### config.mk
export PLATFORM = sky130hd
export DESIGN_NAME = game_timer
export DESIGN_NICKNAME = d
export VERILOG_FILES = /design/src/rtl/wam_pkg.sv /design/src/rtl/tick_prescaler.sv /design/src/rtl/game_timer.sv
export SDC_FILE = /design/constraint.sdc
export NUM_CORES = 1
export LEC_CHECK = 0
export BUFFER_PORTS_ARGS = -buffer_cell sky130_fd_sc_hd__buf_2
export CAP_MARGIN = 0
export CORE_MARGIN = 2
export CORE_UTILIZATION = 46
export CTS_CLUSTER_DIAMETER = 120
export CTS_CLUSTER_SIZE = 30
export DETAILED_ROUTE_END_ITERATION = 6
export RECOVER_POWER = 50
export SETUP_SLACK_MARGIN = 0.02
export SYNTH_ARGS = -nofsm -noshare
export SYNTH_HDL_FRONTEND = slang
export SYNTH_SLANG_ARGS = --single-unit
### constraint.sdc
create_clock -name clk -period 5.41 [get_ports clk]
set_clock_uncertainty 0.2 [all_clocks]
set_input_delay 0.8115 -clock clk [delete_from_list [all_inputs] [get_ports clk]]
set_output_delay 0.8115 -clock clk [all_outputs]
set_load 0.02 [all_outputs]
### src/rtl/wam_pkg.sv
`default_nettype none
// ============================================================================
// Module      : wam_pkg
// Description : Shared FSM encoding and seconds-field constants for game_timer
// Revision    : 1.0 - initial release
// ============================================================================
package wam_pkg;

    localparam int MAX_SEC = 63;
    localparam int SEC_W   = 6;

    typedef enum logic [1:0] {
        ST_IDLE   = 2'd0,
        ST_RUN    = 2'd1,
        ST_PAUSED = 2'd2,
        ST_DONE   = 2'd3
    } state_t;

endpackage
`default_nettype wire

### src/rtl/tick_prescaler.sv
`default_nettype none
// ============================================================================
// Module      : tick_prescaler
// Description : Divide-by-CLK_HZ counter producing a one-cycle tick on wrap
// Revision    : 1.0 - initial release
// ============================================================================
module tick_prescaler #(
    parameter int CLK_HZ = 50000000
) (
    input  logic clk,
    input  logic reset,
    input  logic enable,
    input  logic clear,
    output logic tick
);

    localparam int                 c_cnt_w = $clog2(CLK_HZ);
    localparam logic [c_cnt_w-1:0] c_last  = c_cnt_w'(CLK_HZ - 1);

    logic [c_cnt_w-1:0] r_count;
    logic               w_wrap;

    assign w_wrap = (r_count == c_last);

    always_ff @(posedge clk) begin
        if (reset || clear) begin
            r_count <= '0;
        end else if (enable) begin
            r_count <= w_wrap ? '0 : r_count + 1'b1;
        end
    end

    // The wrap cycle itself is the tick; a clear in the same cycle cancels it.
    assign tick = enable && w_wrap && !clear;

endmodule
`default_nettype wire

### src/rtl/game_timer.sv
`default_nettype none
// ============================================================================
// Module      : game_timer
// Description : Round countdown timer with pause, bonus time and expiry pulse
// Revision    : 1.0 - initial release
// ============================================================================
module game_timer
    import wam_pkg::*;
#(
    parameter int CLK_HZ    = 50000000,
    parameter int START_SEC = 60,
    parameter int BONUS_SEC = 5
) (
    input  logic             clk,
    input  logic             reset,
    input  logic             start,
    input  logic             pause,
    input  logic             add_time,
    output logic [SEC_W-1:0] seconds,
    output logic             running,
    output logic             done,
    output logic             time_up
);

    localparam int                 c_sum_w = SEC_W + 1;
    localparam logic [SEC_W-1:0]   c_start = SEC_W'(START_SEC);
    localparam logic [c_sum_w-1:0] c_bonus = c_sum_w'(BONUS_SEC);
    localparam logic [c_sum_w-1:0] c_max   = c_sum_w'(MAX_SEC);

    state_t             r_state;
    state_t             w_state_nxt;
    logic [SEC_W-1:0]   r_seconds;
    logic [SEC_W-1:0]   w_seconds_nxt;
    logic               r_time_up;
    logic               r_running;
    logic               r_done;
    logic               w_expire;
    logic               w_tick;
    logic               w_pre_en;
    logic               w_pre_clr;
    logic [c_sum_w-1:0] w_sum;
    logic [SEC_W-1:0]   w_sum_sat;

    tick_prescaler #(
        .CLK_HZ (CLK_HZ)
    ) u_prescaler (
        .clk    (clk),
        .reset  (reset),
        .enable (w_pre_en),
        .clear  (w_pre_clr),
        .tick   (w_tick)
    );

    // Bonus arithmetic is one bit wider so overflow past 63 can be saturated;
    // a coincident tick folds its decrement into the same sum.
    always_comb begin
        w_sum = {1'b0, r_seconds} + c_bonus;
        if (r_state == ST_RUN && w_tick) begin
            w_sum = w_sum - c_sum_w'(1);
        end
        w_sum_sat = (w_sum > c_max) ? c_max[SEC_W-1:0] : w_sum[SEC_W-1:0];
    end

    always_comb begin
        w_state_nxt   = r_state;
        w_seconds_nxt = r_seconds;
        w_expire      = 1'b0;
        w_pre_en      = (r_state == ST_RUN);
        w_pre_clr     = 1'b0;

        case (r_state)
            ST_IDLE, ST_DONE: begin
                if (start) begin
                    w_state_nxt   = ST_RUN;
                    w_seconds_nxt = c_start;
                    w_pre_clr     = 1'b1;
                end
            end
            ST_RUN: begin
                if (add_time) begin
                    w_seconds_nxt = w_sum_sat;
                end else if (w_tick) begin
                    if (r_seconds <= SEC_W'(1)) begin
                        w_seconds_nxt = '0;
                        w_state_nxt   = ST_DONE;
                        w_expire      = 1'b1;
                    end else begin
                        w_seconds_nxt = r_seconds - 1'b1;
                    end
                end
                if (pause && !w_expire) begin
                    w_state_nxt = ST_PAUSED;
                end
            end
            ST_PAUSED: begin
                if (add_time) begin
                    w_seconds_nxt = w_sum_sat;
                end
                if (!pause) begin
                    w_state_nxt = ST_RUN;
                end
            end
            default: begin
                w_state_nxt = ST_IDLE;
            end
        endcase
    end

    always_ff @(posedge clk) begin
        if (reset) begin
            r_state   <= ST_IDLE;
            r_seconds <= c_start;
            r_time_up <= 1'b0;
            r_running <= 1'b0;
            r_done    <= 1'b0;
        end else begin
            r_state   <= w_state_nxt;
            r_seconds <= w_seconds_nxt;
            r_time_up <= w_expire;
            r_running <= (w_state_nxt == ST_RUN);
            r_done    <= (w_state_nxt == ST_DONE);
        end
    end

    assign seconds = r_seconds;
    assign running = r_running;
    assign done    = r_done;
    assign time_up = r_time_up;

endmodule
`default_nettype wire

==> results.py, run 1 <==
metrics = {
    "finish": {
        "nets": 307,
        "multiInputGateArea_um2": 1480,
        "layout.cells.non_filler": 362,
        "nFillCells": 524,
        "layout-drive-gt1-share": 0.0719,
        "areaGrowthSynthToFinish_pct": 6.38,
        "antenna_cells": 0,
        "regArea_um2": 741,
    },
    "detailed_routing": {
        "wirelength_mm": 5.16,
        "drt-initial-drc-count": 96,
        "drtAntennaViolNets": 0,
        "drc": 0,
        "vias_per_cell": 5.50,
        "firstDrtPassIters": 4,
        "wl_per_cell_um": 14.2,
        "dr_total_vias": 1990,
    },
    "synth": {
        "synth_top_family_by_area": "simple AND/OR/NAND/NOR gates",
        "synthTopCellsByCount": "44 x nor2_1, 37 x dfxtp_1, 18 x nand2_1",
        "yosys.area_share.simple": 0.307,
        "synth.net_count": 297,
        "post-synth-top-area-fraction": 0.315,
        "syn_area_um2": 2350,
        "synth_edf_count": 0,
        "seq_area_frac_synth": 0.315,
        "synth_cell_type_count": 56,
        "syn_inst": 282,
        "synth_top_area_cell": "dfxtp_1",
        "synthXorXnorAreaFrac": 0.115,
        "synthAdderAreaFrac": 0.0531,
        "synth_mux_area_frac": 0.0133,
        "syn_avg_cell_area_um2": 8.35,
        "ys_ff_latch": 37,
        "synth_async_sr_flop_share": 0,
        "yosysMostFrequentCell": "nor2_1",
        "ys_top_cells_by_area": "dfxtp_1 31%, nor2_1 7.0%, xnor2_1 6.3%",
        "ys_warn_count": 0,
        "synth_compound_area_frac": 0.150,
        "ys.flop_type": "dfxtp_1",
    },
    "floorplanning": {
        "start_util": 0.470,
        "die_area_um2": 5710,
        "ios": 14,
        "die_w_um": 75.5,
        "row_count": 26,
        "core-area_um2": 5010,
        "die_y_um": 75.5,
    },
    "clock_tree": {
        "cts_resized": 0,
        "insertion_delay_ns": 0.29,
        "path_clk_slew_ns": 0.08,
        "cts_root_buffer": "clkbuf_8",
        "cts_hold_buffers": 0,
        "cts_tree": "yes",
        "cts_setup_buffers": 0,
        "htree_levels": 2,
        "cts.sinks": 37,
        "cts_buffers": 5,
        "clockBufferDepth": 2,
    },
    "sta": {
        "worst_slew_pin_slew_ns": 0.829,
        "worst_slack_ns": 2.39,
        "slew_headroom": 0.446,
        "min_period_over_period": 0.558,
        "drv_slew": 0,
        "setup_viol": 0,
        "final.min_clock_period_ns": 3.02,
        "fin_setup_tns_ns": 0,
        "rsz0062_at_grt": "false",
        "max_freq_mhz": 331,
        "finalHoldViolCount": 0,
    },
    "worst_setup_path": {
        "crit_type": "reg -> reg",
        "path_cells": "inv_1, ha_1, and4_1, and3_1, nand4b_1, o31a_1, nor2_1, a31oi_1",
        "crit_cells": 8,
        "slowest_stage": "ha_1",
        "cp_max_fo": 15,
        "endpoint_kind": "register",
        "reg2regPathDepth": 8,
        "cp.arrival_ns": 2.98,
        "cp_top_family": "simple AND/OR/NAND/NOR gates",
        "cp_num_buf_inv": 1,
        "max_stage_delay_ns": 0.47,
        "worstSetupStartpointType": "register",
        "cp.required_ns": 5.37,
    },
    "global_route": {
        "grt_pass1_vias": 1833,
        "track_usage": 0.196,
        "grt_pass1_wl_mm": 8.58,
        "grt_max_degree": 26,
        "antenna_found_initial": 0,
        "grt.overflow.total": 0,
    },
    "worst_hold_path": {
        "min_path_type": "reg -> reg",
        "min_path_cells": 2,
    },
    "placed_design": {
        "place.gp.congestion": 0.887,
        "hpwl_mm": 3.77,
        "io_buffers": 13,
        "dp.cells": 355,
        "pre_cts_ws_ns": 2.44,
    },
    "outcome": {
        "status": "complete, no violations",
    },
    "pwr": {
        "leakage_nw": 0.874,
        "power_frac_comb": 0.323,
        "p_clk_frac": 0.261,
        "p_int_mw": 0.483,
        "pwr-share-seq": 0.416,
        "switchingPower_mw": 0.272,
        "irDropWorstVdd_uv": 160,
        "powerDensity_nw_per_um2": 301,
        "p_sw_frac": 0.360,
    },
    "flow_run": {
        "cap_viol_max_count": 0,
    },
}
path summary, 6_finish.rpt:
kind / slack (ns) / start / to
worst max register to register: 2.39 / r_state[1]$_SDFF_PP0_ / seconds[3]$_SDFFE_PP1P_
worst min register to register: 0.32 / u_prescaler.r_count[23]$_SDFFE_PP0P_ / u_prescaler.r_count[23]$_SDFFE_PP0P_
worst max-delay path: 2.39 / r_state[1]$_SDFF_PP0_ / seconds[3]$_SDFFE_PP1P_
worst min-delay path: 0.32 / u_prescaler.r_count[23]$_SDFFE_PP0P_ / u_prescaler.r_count[23]$_SDFFE_PP0P_
worst register-to-register path, stage by stage, from the launching register on:
cell and delay (ns):
dfxtp_1 0.32, inv_1 0.07, ha_1 0.47, and4_1 0.35
and3_1 0.31, nand4b_1 0.31, o31a_1 0.41, nor2_1 0.29
a31oi_1 0.15
stage by stage:
| stage | power [mW] | util | instance area (um^2) | hold slack, ns |
|---|---|---|---|---|
| 6_report | 0.754 | 0.500 | 2500 | 0.317 |
| 5_1_grt | 0.803 | 0.500 | 2500 | 0.364 |
| 4_1_cts | 0.765 | 0.507 | 2540 | 0.326 |
| 3_5_place_dp | 0.565 | 0.490 | 2450 | 0.305 |
| 3_3_place_gp | 0.570 | 0.490 | 2450 | 0.299 |
| 2_1_floorplan | 0.510 | - | 2350 | 0.272 |
sequential cells by signal (all words and copies together) (netlist names):
signal / count
seconds: 6
running: 1
time_up: 1
u_prescaler.r_count: 26
done: 1
r_state: 2
layer usage:
layer  vias up  part of all wire  global-route usage
met2        35              0.49               0.324
met3         8             0.035              0.0410
met1       934              0.46               0.251
met5         -                 0                   0
li1       1013                 -                   -
met4         0             0.013              0.0799
power groups by stage:
| stage | registers, mW | clock network [mW] | logic (mW) |
|---|---|---|---|
| 2_1_floorplan | 0.323 | 0 | 0.187 |
| 3_3_place_gp | 0.319 | 0 | 0.251 |
| 3_5_place_dp | 0.319 | 0 | 0.246 |
| 4_1_cts | 0.313 | 0.204 | 0.248 |
| 5_1_grt | 0.318 | 0.215 | 0.271 |
| 6_report | 0.314 | 0.197 | 0.244 |
cells in the final DEF (no fill, tap or decap), types with 2 or more instances in the layout:
master	Yosys	final
a211oi_1	2	2
a22oi_1	3	3
nand2_1	18	18
ha_1	10	10
a211o_1	2	2
nor3_1	8	8
nand3_1	9	9
nor2_1	44	45
xor2_1	14	14
nor4b_4	2	2
a31oi_1	5	5
xnor2_1	17	17
nand2b_1	3	3
nor2b_1	3	3
and2_1	4	4
dfxtp_1	37	37
nor4_1	2	2
clkbuf_8	0	6
or3_1	3	3
clkbuf_1	5	10
a22o_1	3	3
o21ai_0	9	10
nand4_1	8	9
nor3_2	2	2
o31ai_1	5	5
o31a_1	3	3
inv_1	15	15
a21oi_1	10	10
and3_1	3	3
mux2i_1	2	2
and4_1	4	4
buf_2	1	4
layout make-up:
| type | instances | share of cell area |
|---|---|---|
| clock buffer | 7 | 0.0345 |
| inverter | 15 | 0.0225 |
| multi-input combinational | 220 | 0.591 |
| sequential | 37 | 0.296 |
| tap | 70 | 0.0350 |
| timing repair buffer | 13 | 0.0215 |
kinds of logic after synthesis:
family          Yosys count
compound gates           51
xor+xnor                 31
fa+ha+maj                10
buf+inv                  25
flops                    37
mux                       3
simple gates            125
No activity file was read; power rests on OpenSTA's default activity.
==> inputs of run 2 (changes only) <==
- PLACE_DENSITY: default -> 0.65
- clock period: 5.41 -> 2.6 ns (I/O delays scaled with it)
==> results.py, run 2 (synthesis gave the netlist of run 1 again) <==
metrics = {
    "outcome": {
        "status": "complete, no violations",
    },
    "worst_setup_path": {
        "path_cells": "inv_1, ha_1, nand2b_1, a22o_1, nand2_1, a221o_1, a211oi_1, o21ai_1",
        "max_stage_delay_ns": 0.50,
        "cp_max_fo": 8,
        "cp.required_ns": 2.58,
        "worstSetupStartpointType": "register",
        "r2r_setup_slack_ns": 0.15,
        "reg2regPathDepth": 8,
        "endpoint_kind": "register",
        "crit_type": "reg -> reg",
        "cp.arrival_ns": 2.44,
        "slowest_stage": "dfxtp_1",
    },
    "pwr": {
        "irDropWorstVdd_uv": 284,
        "leakage_nw": 0.980,
        "powerDensity_nw_per_um2": 624,
    },
    "finish": {
        "layout-drive-gt1-share": 0.129,
        "largest_register_ffs": 26,
        "nets": 317,
        "postLayoutCellArea_um2": 2620,
        "mostFrequentLayoutCell": "nor2_1",
        "multiInputGateArea_um2": 1510,
        "antenna_cells": 0,
        "regArea_um2": 742,
        "regMostFlops": "u_prescaler.r_count",
        "areaGrowthSynthToFinish_pct": 11.1,
        "nFillCells": 527,
        "final_cell_mix": "44 x nor2_1, 36 x dfxtp_1, 18 x nand2_1",
    },
    "floorplanning": {
        "die_y_um": 75.5,
        "ios": 14,
        "start_util": 0.470,
        "row_count": 26,
        "die_area_um2": 5710,
        "core-area_um2": 5010,
        "die_w_um": 75.5,
    },
    "global_route": {
        "grt_util_met2": 0.295,
        "grt_use_met3": 0.0529,
        "busiest_layer": "met2",
        "grt_pass1_vias": 1810,
        "antenna_found_initial": 0,
        "grt_max_degree": 26,
        "track_usage": 0.193,
        "met1_usage": 0.266,
        "grt_pass1_wl_mm": 8.47,
        "grt.overflow.total": 0,
    },
    "detailed_routing": {
        "vias_per_cell": 5.51,
        "wirelength_mm": 5.29,
        "wl_per_cell_um": 14.2,
        "firstDrtPassIters": 4,
        "drtAntennaViolNets": 0,
        "dr_total_vias": 2056,
        "drt-initial-drc-count": 93,
        "drc": 0,
    },
    "clock_tree": {
        "cts.sinks": 37,
        "path_clk_slew_ns": 0.07,
        "insertion_delay_ns": 0.29,
        "cts_tree": "yes",
        "cts_root_buffer": "clkbuf_8",
        "cts_hold_buffers": 0,
        "cts_buffers": 5,
        "htree_levels": 2,
        "clockBufferDepth": 2,
    },
    "placed_design": {
        "post_dp_cell_area_um2": 2530,
        "hpwl_mm": 3.97,
        "place.gp.congestion": 0.940,
        "io_buffers": 13,
    },
    "sta": {
        "setup_viol": 0,
        "finalHoldViolCount": 0,
        "max_freq_mhz": 407,
        "min_period_over_period": 0.944,
        "drv_slew": 0,
        "fin_setup_tns_ns": 0,
        "final.min_clock_period_ns": 2.45,
        "slew_headroom": 0.651,
        "rsz0062_at_grt": "false",
        "worst_slew_pin_slew_ns": 0.518,
        "whs_ns": 0.177,
    },
    "worst_hold_path": {
        "min_path_type": "in -> reg",
        "min_path_cells": 2,
    },
    "flow_run": {
        "cap_viol_max_count": 0,
    },
}
[run 2: cell types whose count changed in the layout (fill, tap and decap cells not counted), sizes merged]
cell and delta:
buf +11, clkinv +2, clkbuf -2
[run 2: final cells by class]
class,instances,area share
clock buffer,6,0.0316
clock inverter,2,0.00526
inverter,15,0.0215
multi-input combinational,220,0.577
sequential,37,0.284
tap,70,0.0335
timing repair buffer,23,0.0478
[run 2: routing by layer]
layer	routed length, um	vias to the layer above	part of all wire
met5	0	-	0
met4	59	0	0.011
met3	309	8	0.058
met2	2300	57	0.44
met1	2620	957	0.50
li1	-	1034	-
[run 2: path summary, 6_finish.rpt]
kind,startpoint,to
worst max-delay path,seconds[2]$_SDFFE_PP1P_,seconds[1]$_SDFFE_PP0P_
worst min-delay path,reset,r_state[1]$_SDFF_PP0_
worst max register to register,seconds[2]$_SDFFE_PP1P_,seconds[1]$_SDFFE_PP0P_
worst min register to register,u_prescaler.r_count[23]$_SDFFE_PP0P_,u_prescaler.r_count[23]$_SDFFE_PP0P_
[run 2: timing repair]
item | 4_1_cts | 5_1_grt
gates resized for setup | 0 | 3
setup buffers | 0 | 0
setup endpoints to repair | 0 | 6
endpoints found under the hold margin | 0 | 0
[run 2: worst max-delay path, delay by kind of cell, from the launching register on]
family,cells,cell delay [ns]
fa+ha+maj,1,0.27
simple gates,2,0.28
buf+inv,1,0.20
flops,1,0.50
compound gates,4,0.88
[run 2: stage by stage]
stage	utilization	cells	worst slack [ns]	power, mW
4_1_cts	0.524	373	0.0627	1.63
2_1_floorplan	-	282	0.269	1.06
5_1_grt	0.522	373	0.0178	1.73
3_3_place_gp	0.505	365	0.0655	1.21
6_report	0.522	373	0.145	1.63
3_5_place_dp	0.505	365	0.0848	1.20
[run 2: where the power goes]
group / total, mW / switching [mW] / leakage (nW) / internal, mW
Combinational: 0.552 / 0.332 / 0.628 / 0.220
Clock: 0.431 / 0.216 / 0.0512 / 0.215
Sequential: 0.648 / 0.0509 / 0.300 / 0.598
==> inputs of run 3 (changes only) <==
- CORE_UTILIZATION: 46 -> 36
- PLACE_DENSITY: 0.65 -> default
==> results.py, run 3 (synthesis gave the netlist of run 1 again) <==
metrics = {
    "clock_tree": {
        "cts_tree": "yes",
        "insertion_delay_ns": 0.28,
        "cts_buffers": 5,
        "htree_levels": 2,
        "path_clk_slew_ns": 0.07,
        "cts.sinks": 37,
        "cts_setup_buffers": 0,
        "cts_root_buffer": "clkbuf_8",
        "clockBufferDepth": 2,
    },
    "pwr": {
        "p_clk_frac": 0.284,
        "p_int_mw": 1.10,
        "switchingPower_mw": 0.585,
        "leakage_nw": 0.989,
        "irDropWorstVdd_uv": 300,
        "pwr-share-seq": 0.378,
        "power_frac_comb": 0.338,
        "p_sw_frac": 0.346,
        "powerDensity_nw_per_um2": 639,
    },
    "detailed_routing": {
        "wl_per_cell_um": 13.9,
        "drtAntennaViolNets": 0,
        "dr_total_vias": 1990,
        "firstDrtPassIters": 4,
        "vias_per_cell": 5.22,
        "drt-initial-drc-count": 99,
        "drc": 0,
        "wirelength_mm": 5.29,
    },
    "floorplanning": {
        "die_y_um": 84.9,
        "row_count": 29,
        "start_util": 0.371,
        "ios": 14,
        "die_area_um2": 7200,
        "core-area_um2": 6350,
        "die_w_um": 84.9,
    },
    "sta": {
        "drv_slew": 0,
        "min_period_over_period": 0.924,
        "worst_slew_pin_slew_ns": 0.503,
        "whs_ns": 0.196,
        "finalHoldViolCount": 0,
        "worst_slack_ns": 0.199,
        "setup_viol": 0,
        "slew_headroom": 0.661,
        "rsz0062_at_grt": "false",
        "max_freq_mhz": 416,
        "final.min_clock_period_ns": 2.40,
        "fin_setup_tns_ns": 0,
    },
    "worst_setup_path": {
        "cp.required_ns": 2.56,
        "max_stage_delay_ns": 0.54,
        "path_cells": "ha_1, and4_1, and3_1, nand4b_4, or4_1, nand3_1, a32oi_1",
        "endpoint_kind": "register",
        "cp_top_family": "simple AND/OR/NAND/NOR gates",
        "cp_num_buf_inv": 0,
        "slowest_stage": "or4_1",
        "crit_type": "reg -> reg",
        "worstSetupStartpointType": "register",
        "cp_max_fo": 6,
        "cp.arrival_ns": 2.36,
    },
    "outcome": {
        "status": "complete, no violations",
    },
    "finish": {
        "nets": 319,
        "largest_register_ffs": 26,
        "mostFrequentLayoutCell": "nor2_1",
        "layout-drive-gt1-share": 0.125,
        "final_cell_mix": "44 x nor2_1, 37 x dfxtp_1, 18 x nand2_1",
        "areaGrowthSynthToFinish_pct": 12.3,
        "antenna_cells": 0,
        "regMostFlops": "u_prescaler.r_count",
    },
    "global_route": {
        "track_usage": 0.147,
        "grt.overflow.total": 0,
        "antenna_found_initial": 0,
        "grt_max_degree": 15,
        "grt_pass1_wl_mm": 8.58,
        "grt_pass1_vias": 1813,
    },
    "worst_hold_path": {
        "min_path_type": "in -> reg",
    },
    "flow_run": {
        "cap_viol_max_count": 0,
    },
    "placed_design": {
        "hpwl_mm": 4.06,
        "place.gp.congestion": 0.859,
        "io_buffers": 13,
        "pre_cts_ws_ns": 0.182,
    },
}
==> run 3: per-stage QoR <==
stage	instances	utilization	cell area (um^2)	power (mW)
after detailed placement	374	0.402	2550	1.22
after global routing	381	0.416	2640	1.78
after CTS	381	0.418	2660	1.70
final	381	0.416	2640	1.69
after global placement	374	0.402	2550	1.22
after floorplan	282	-	2350	1.06
==> run 3: worst register-to-register path, delay by kind of cell (launching register included) <==
family          cells  cell delay (ns)
simple gates        5             1.44
flops               1             0.38
fa+ha+maj           1             0.18
compound gates      1             0.09
==> run 3: timing repair <==
action | in CTS | in global routing
setup endpoints to repair | 0 | 2
resized for setup | 0 | 1
hold endpoints to repair | 0 | 0
hold buffers | 0 | 0
==> run 3: power by group through the flow <==
stage / logic, mW / clock network (mW) / registers (mW)
2_1_floorplan: 0.390 / 0 / 0.672
3_3_place_gp: 0.573 / 0 / 0.650
3_5_place_dp: 0.570 / 0 / 0.650
4_1_cts: 0.572 / 0.490 / 0.637
5_1_grt: 0.629 / 0.509 / 0.644
6_report: 0.570 / 0.481 / 0.639
==> run 3: path summary, 6_finish.rpt <==
path | from | to | slack (ns) | cells past startpoint
min reg2reg | seconds[1]$_SDFFE_PP0P_ | seconds[1]$_SDFFE_PP0P_ | 0.28 | 2
max reg2reg | r_state[0]$_SDFF_PP0_ | seconds[4]$_SDFFE_PP1P_ | 0.20 | 7
max | r_state[0]$_SDFF_PP0_ | seconds[4]$_SDFFE_PP1P_ | 0.20 | 7
min | reset | r_state[1]$_SDFF_PP0_ | 0.20 | 2
==> run 3: final cells by class <==
type / instances / area (um^2)
clock inverters: 2 / 35.0
flip-flops and latches: 37 / 741
clock buffers: 5 / 68.8
fillers: 647 / 3710
repair buffers: 25 / 139
inverters: 15 / 56.3
well taps: 77 / 96.3
multi-input cells: 220 / 1510
==> run 3: per-layer routing <==
layer	up-vias	GRT usage	share of wire
met3	5	0.0292	0.040
met4	0	0.0390	0.0081
met5	-	0	0
li1	1040	-	-
met2	38	0.232	0.44
met1	907	0.205	0.51
